===== config.mk =====
export PLATFORM = sky130hd
export DESIGN_NAME = iram_arb
export DESIGN_NICKNAME = d
export VERILOG_FILES = /design/src/rtl/iram_arb.sv
export SDC_FILE = /design/constraint.sdc
export NUM_CORES = 1
export LEC_CHECK = 0
export BUFFER_PORTS_ARGS = -buffer_cell sky130_fd_sc_hd__buf_2
export CAP_MARGIN = 10
export CORE_AREA = 2 2 102 104
export CTS_CLUSTER_DIAMETER = 50
export DETAILED_ROUTE_END_ITERATION = 6
export DIE_AREA = 0 0 104 106
export PLACE_DENSITY = 0.66
export SYNTH_ARGS = -nofsm -noshare
export SYNTH_HDL_FRONTEND = slang
export SYNTH_SLANG_ARGS = --single-unit

===== constraint.sdc =====
create_clock -name clk -period 4 [get_ports clk]
set_clock_uncertainty 0.2 [all_clocks]
set_input_delay 0.6 -clock clk [delete_from_list [all_inputs] [get_ports clk]]
set_output_delay 0.6 -clock clk [all_outputs]
set_load 0.05 [all_outputs]

===== src/rtl/iram_arb.sv =====
// rtl/iram_arb.sv - round-robin arbiter with debug lock for the IRAM data port
//
// Shares one synchronous, single-cycle RAM port between the core load/store
// path (m0) and the JTAG debug module (m1).
//   clk, rst            : clock, synchronous active-high reset
//   mX_req/we/addr/     : request, write flag, word address,
//   wdata/wem           :   write data and byte write enables
//   mX_gnt              : request accepted this cycle
//   mX_rvalid/rdata     : one-cycle response pulse and read data
//   m1_lock, lock_ack   : debugger exclusive-ownership handshake
//   ram_en/we/addr/din  : RAM port drive
//   ram_dout            : RAM read data, valid the cycle after ram_en
module iram_arb #(
  parameter int AW = 15,
  parameter int DW = 32
) (
  input  logic            clk,
  input  logic            rst,
  input  logic            m0_req,
  input  logic            m0_we,
  input  logic [AW-1:0]   m0_addr,
  input  logic [DW-1:0]   m0_wdata,
  input  logic [DW/8-1:0] m0_wem,
  output logic            m0_gnt,
  output logic            m0_rvalid,
  output logic [DW-1:0]   m0_rdata,
  input  logic            m1_req,
  input  logic            m1_we,
  input  logic [AW-1:0]   m1_addr,
  input  logic [DW-1:0]   m1_wdata,
  input  logic [DW/8-1:0] m1_wem,
  output logic            m1_gnt,
  output logic            m1_rvalid,
  output logic [DW-1:0]   m1_rdata,
  input  logic            m1_lock,
  output logic            lock_ack,
  output logic            ram_en,
  output logic [DW/8-1:0] ram_we,
  output logic [AW-1:0]   ram_addr,
  output logic [DW-1:0]   ram_din,
  input  logic [DW-1:0]   ram_dout
);

  typedef enum logic {ST_ARB = 1'b0, ST_LOCK = 1'b1} state_t;

  state_t        state_q, state_d;
  logic          last_q, last_d;
  logic          owner_valid_q, owner_valid_d;
  logic          owner_id_q, owner_id_d;
  logic          owner_rd_q, owner_rd_d;
  logic [DW-1:0] m0_rdata_q, m0_rdata_d;
  logic [DW-1:0] m1_rdata_q, m1_rdata_d;

  logic g0, g1;
  logic rd_resp0, rd_resp1;

  // State register
  always_ff @(posedge clk) begin
    if (rst) begin
      state_q       <= ST_ARB;
      last_q        <= 1'b1;
      owner_valid_q <= 1'b0;
      owner_id_q    <= 1'b0;
      owner_rd_q    <= 1'b0;
      m0_rdata_q    <= '0;
      m1_rdata_q    <= '0;
    end else begin
      state_q       <= state_d;
      last_q        <= last_d;
      owner_valid_q <= owner_valid_d;
      owner_id_q    <= owner_id_d;
      owner_rd_q    <= owner_rd_d;
      m0_rdata_q    <= m0_rdata_d;
      m1_rdata_q    <= m1_rdata_d;
    end
  end

  // Next-state logic
  always_comb begin
    state_d = state_q;
    case (state_q)
      ST_ARB:  if (m1_lock)  state_d = ST_LOCK;
      ST_LOCK: if (!m1_lock) state_d = ST_ARB;
      default: state_d = ST_ARB;
    endcase
  end

  // Output / datapath logic
  always_comb begin
    // m0 is fenced off as soon as m1_lock is seen, before LOCK is entered.
    // The master other than last_q wins a contested cycle.
    g0 = !rst && m0_req && (state_q == ST_ARB) && !m1_lock && (!m1_req || last_q);
    g1 = !rst && m1_req && !g0;

    last_d = last_q;
    if (g0)      last_d = 1'b0;
    else if (g1) last_d = 1'b1;
    // Leaving LOCK hands the next contested cycle to the core.
    if (state_q == ST_LOCK && !m1_lock) last_d = 1'b1;

    owner_valid_d = g0 | g1;
    owner_id_d    = g1;
    owner_rd_d    = g1 ? !m1_we : !m0_we;

    ram_en   = g0 | g1;
    ram_addr = '0;
    ram_din  = '0;
    ram_we   = '0;
    if (g0) begin
      ram_addr = m0_addr;
      ram_din  = m0_wdata;
      ram_we   = m0_we ? m0_wem : '0;
    end else if (g1) begin
      ram_addr = m1_addr;
      ram_din  = m1_wdata;
      ram_we   = m1_we ? m1_wem : '0;
    end

    // Responses are masked during reset so an access granted just before
    // reset never reports.
    m0_rvalid = !rst && owner_valid_q && !owner_id_q;
    m1_rvalid = !rst && owner_valid_q && owner_id_q;
    rd_resp0  = m0_rvalid && owner_rd_q;
    rd_resp1  = m1_rvalid && owner_rd_q;

    // Read data is forwarded from the RAM on the response cycle and held.
    m0_rdata_d = rd_resp0 ? ram_dout : m0_rdata_q;
    m1_rdata_d = rd_resp1 ? ram_dout : m1_rdata_q;
    m0_rdata   = rst ? '0 : m0_rdata_d;
    m1_rdata   = rst ? '0 : m1_rdata_d;

    m0_gnt   = g0;
    m1_gnt   = g1;
    lock_ack = !rst && (state_q == ST_LOCK);
  end

endmodule


==> impl_metrics.env <==
export IMPL_syn_inst=368
export IMPL_ant_nets=0
export IMPL_wl_per_cell_microns=17.97
export IMPL_clk_latency_ps=330
export IMPL_synth_area_sq_um=2984
export IMPL_ys_top_cells_by_count="128 x nand2_1, 69 x dfxtp_1, 64 x a21oi_1"
export IMPL_dp_hpwl_mm=11.02
export IMPL_cts_made_buffers=9
export IMPL_yosys_area_top_type="dfxtp_1"
export IMPL_synth_area_leaders="dfxtp_1 46%, nand2_1 16%, a22o_1 14%, a21oi_1 11%, clkbuf_1 2.4%"
export IMPL_fillers=1031
export IMPL_area_growth_pct=60.71
export IMPL_leakage_uw=0.002364
export IMPL_synth_avg_cell_area_sq_um=8.109
export IMPL_hp_class="flop to flop"
export IMPL_period_minus_slack_ps=3289
export IMPL_p_total_uw=1803
export IMPL_cellPowerDensity_nw_per_um2=376.0
export IMPL_synthesis_nets=509
export IMPL_ys_seq_area_share_pct=46.29
export IMPL_worst_pin_slew_ps=743.8
export IMPL_first_global_vias=3517
export IMPL_ys_flop_type="dfxtp_1"
export IMPL_r2r_setup_slack_ps=2200
export IMPL_grt_max_degree=42
export IMPL_critPathArrivalTime_ps=2490
export IMPL_cts_root_buf="clkbuf_8"
export IMPL_vias=3649
export IMPL_design_area_sq_um=4796
export IMPL_initialDrtViolationCount=258
export IMPL_design_core_area_sq_um=10000
export IMPL_critPathKind="input pin to output pin"
export IMPL_synth_async_reset_ratio_pct=0
export IMPL_antenna_found_initial=2
export IMPL_max_slew_margin_rel_pct=50.30
export IMPL_io_buffers=261
export IMPL_cp_start_kind="input pin"
export IMPL_fin_hold_ws_ps=258.8
export IMPL_ys_warn_count=0
export IMPL_drv_cap=0
export IMPL_yosysMostFrequentCell="nand2_1"
export IMPL_tns_ps=0
export IMPL_cts_tree="done"
export IMPL_ys_seq_elements=69
export IMPL_setup_viol_count_final=0
export IMPL_path_max_fanout=36
export IMPL_finalHoldViolCount=0
export IMPL_layout_cells_non_filler=759
export IMPL_slew_viol_final=0
export IMPL_grt_pass1_wl_mm=19.58
export IMPL_chipWidth_microns=104
export IMPL_fmax_mhz=304.0
export IMPL_placedCellCount=742
export IMPL_clock_path_buffers=2
export IMPL_vdd_ir_drop_max_uv=185.2
export IMPL_end_kind="output pin"
export IMPL_cp_data_required_time_ps=3200
export IMPL_drtPass1Iterations=4
export IMPL_cts_resized=0
export IMPL_fin_nets=758
export IMPL_grt_usage_pct=23.48
export IMPL_yosysTopAreaCellShare_pct=46.29
export IMPL_clk_pin_slew_ps=70
export IMPL_wl_mm=13.64
export IMPL_start_util_pct=29.84
export IMPL_postCtsHoldBufs=0
export IMPL_post_cts_buffers=0
export IMPL_rows=37
export IMPL_post_route_period_util_pct=82.23
export IMPL_synth_edf_count=0
export IMPL_cts_sinks=69
export IMPL_routed_via_density=4.808
export IMPL_drive_above_1_share_pct=46.95
export IMPL_routabilityCongestion=0.9488
export IMPL_grt_setup_unrepaired="false"
export IMPL_dieArea_sq_um=11020
export IMPL_yosysUniqueCellTypes=24
export IMPL_die_h_microns=106
export IMPL_htree_levels=3
export IMPL_drc_errors=0
export IMPL_grt_overflow=0
export IMPL_placed_cell_area_sq_um=4536
export IMPL_status="completed"
export IMPL_io_pins=262
[path summary, 6_finish.rpt]
check                                     from              to  depth (start not counted)
worst max-delay path                       rst     ram_addr[8]                          6
worst max register to register         state_q      owner_rd_q                          3
worst min-delay path            m0_rdata_q[24]  m0_rdata_q[24]                          2
worst min register to register  m0_rdata_q[24]  m0_rdata_q[24]                          2
[state kept, by name (all words and copies together), names as in the netlist]
register       cells
owner_valid_q      1
owner_rd_q         1
m1_rdata_q        32
m0_rdata_q        32
last_q             1
owner_id_q         1
state_q            1
[routing by layer]
layer | up-vias | GRT usage [%] | part of all wire (%)
li1 | 1765 | - | -
met1 | 1689 | 26.16 | 38
met2 | 170 | 39.85 | 48
met3 | 23 | 10.42 | 10
met4 | 2 | 8.301 | 3.0
met5 | - | 0 | 0.095
[cells by family after synthesis]
group | Yosys count | synth area share, %
and+or+nand+nor | 145 | 20.59
AOI/OAI and AO/OA | 119 | 27.09
DFF | 69 | 46.29
buffers and inverters | 35 | 6.038
[where the power goes]
part	switching (uW)	internal (uW)
logic	253	130
registers	5.35	696
clock network	269	450
[cell type report]
type                    instances  area (sq um)  share of cell area (%)
clock buffers                  11         151.4                   3.157
multi-input cells             264          1445                   30.13
clock inverters                 5         106.4                   2.218
repair buffers                271          1531                   31.93
inverters                       2         7.507                  0.1565
flip-flops and latches         69          1381                   28.80
diodes                          1         2.502                 0.05218
well taps                     136         170.2                   3.548
[metrics by stage]
stage / util, % / setup slack (ps)
6_report: 47.96 / 711.0
5_1_grt: 47.94 / 567.1
4_1_cts: 47.94 / 686.6
3_5_place_dp: 45.36 / 693.9
3_3_place_gp: 45.36 / 797.4
2_1_floorplan: - / 964.6
[cells in the final DEF, fill, tap and decap left out, drive strengths merged, types with 4 or more instances in the layout]
cell type,instances
buf,271
nand2,128
dfxtp,69
a21oi,65
a22o,47
clkbuf,11
a32o,4
[critical path, cell delays in order]
cell      delay, ps
buf_2           300
nand2b_1        360
nor2_4          480
buf_4           310
a22o_1          160
buf_2           270
Note: power is estimated with default switching activity, not from simulation.
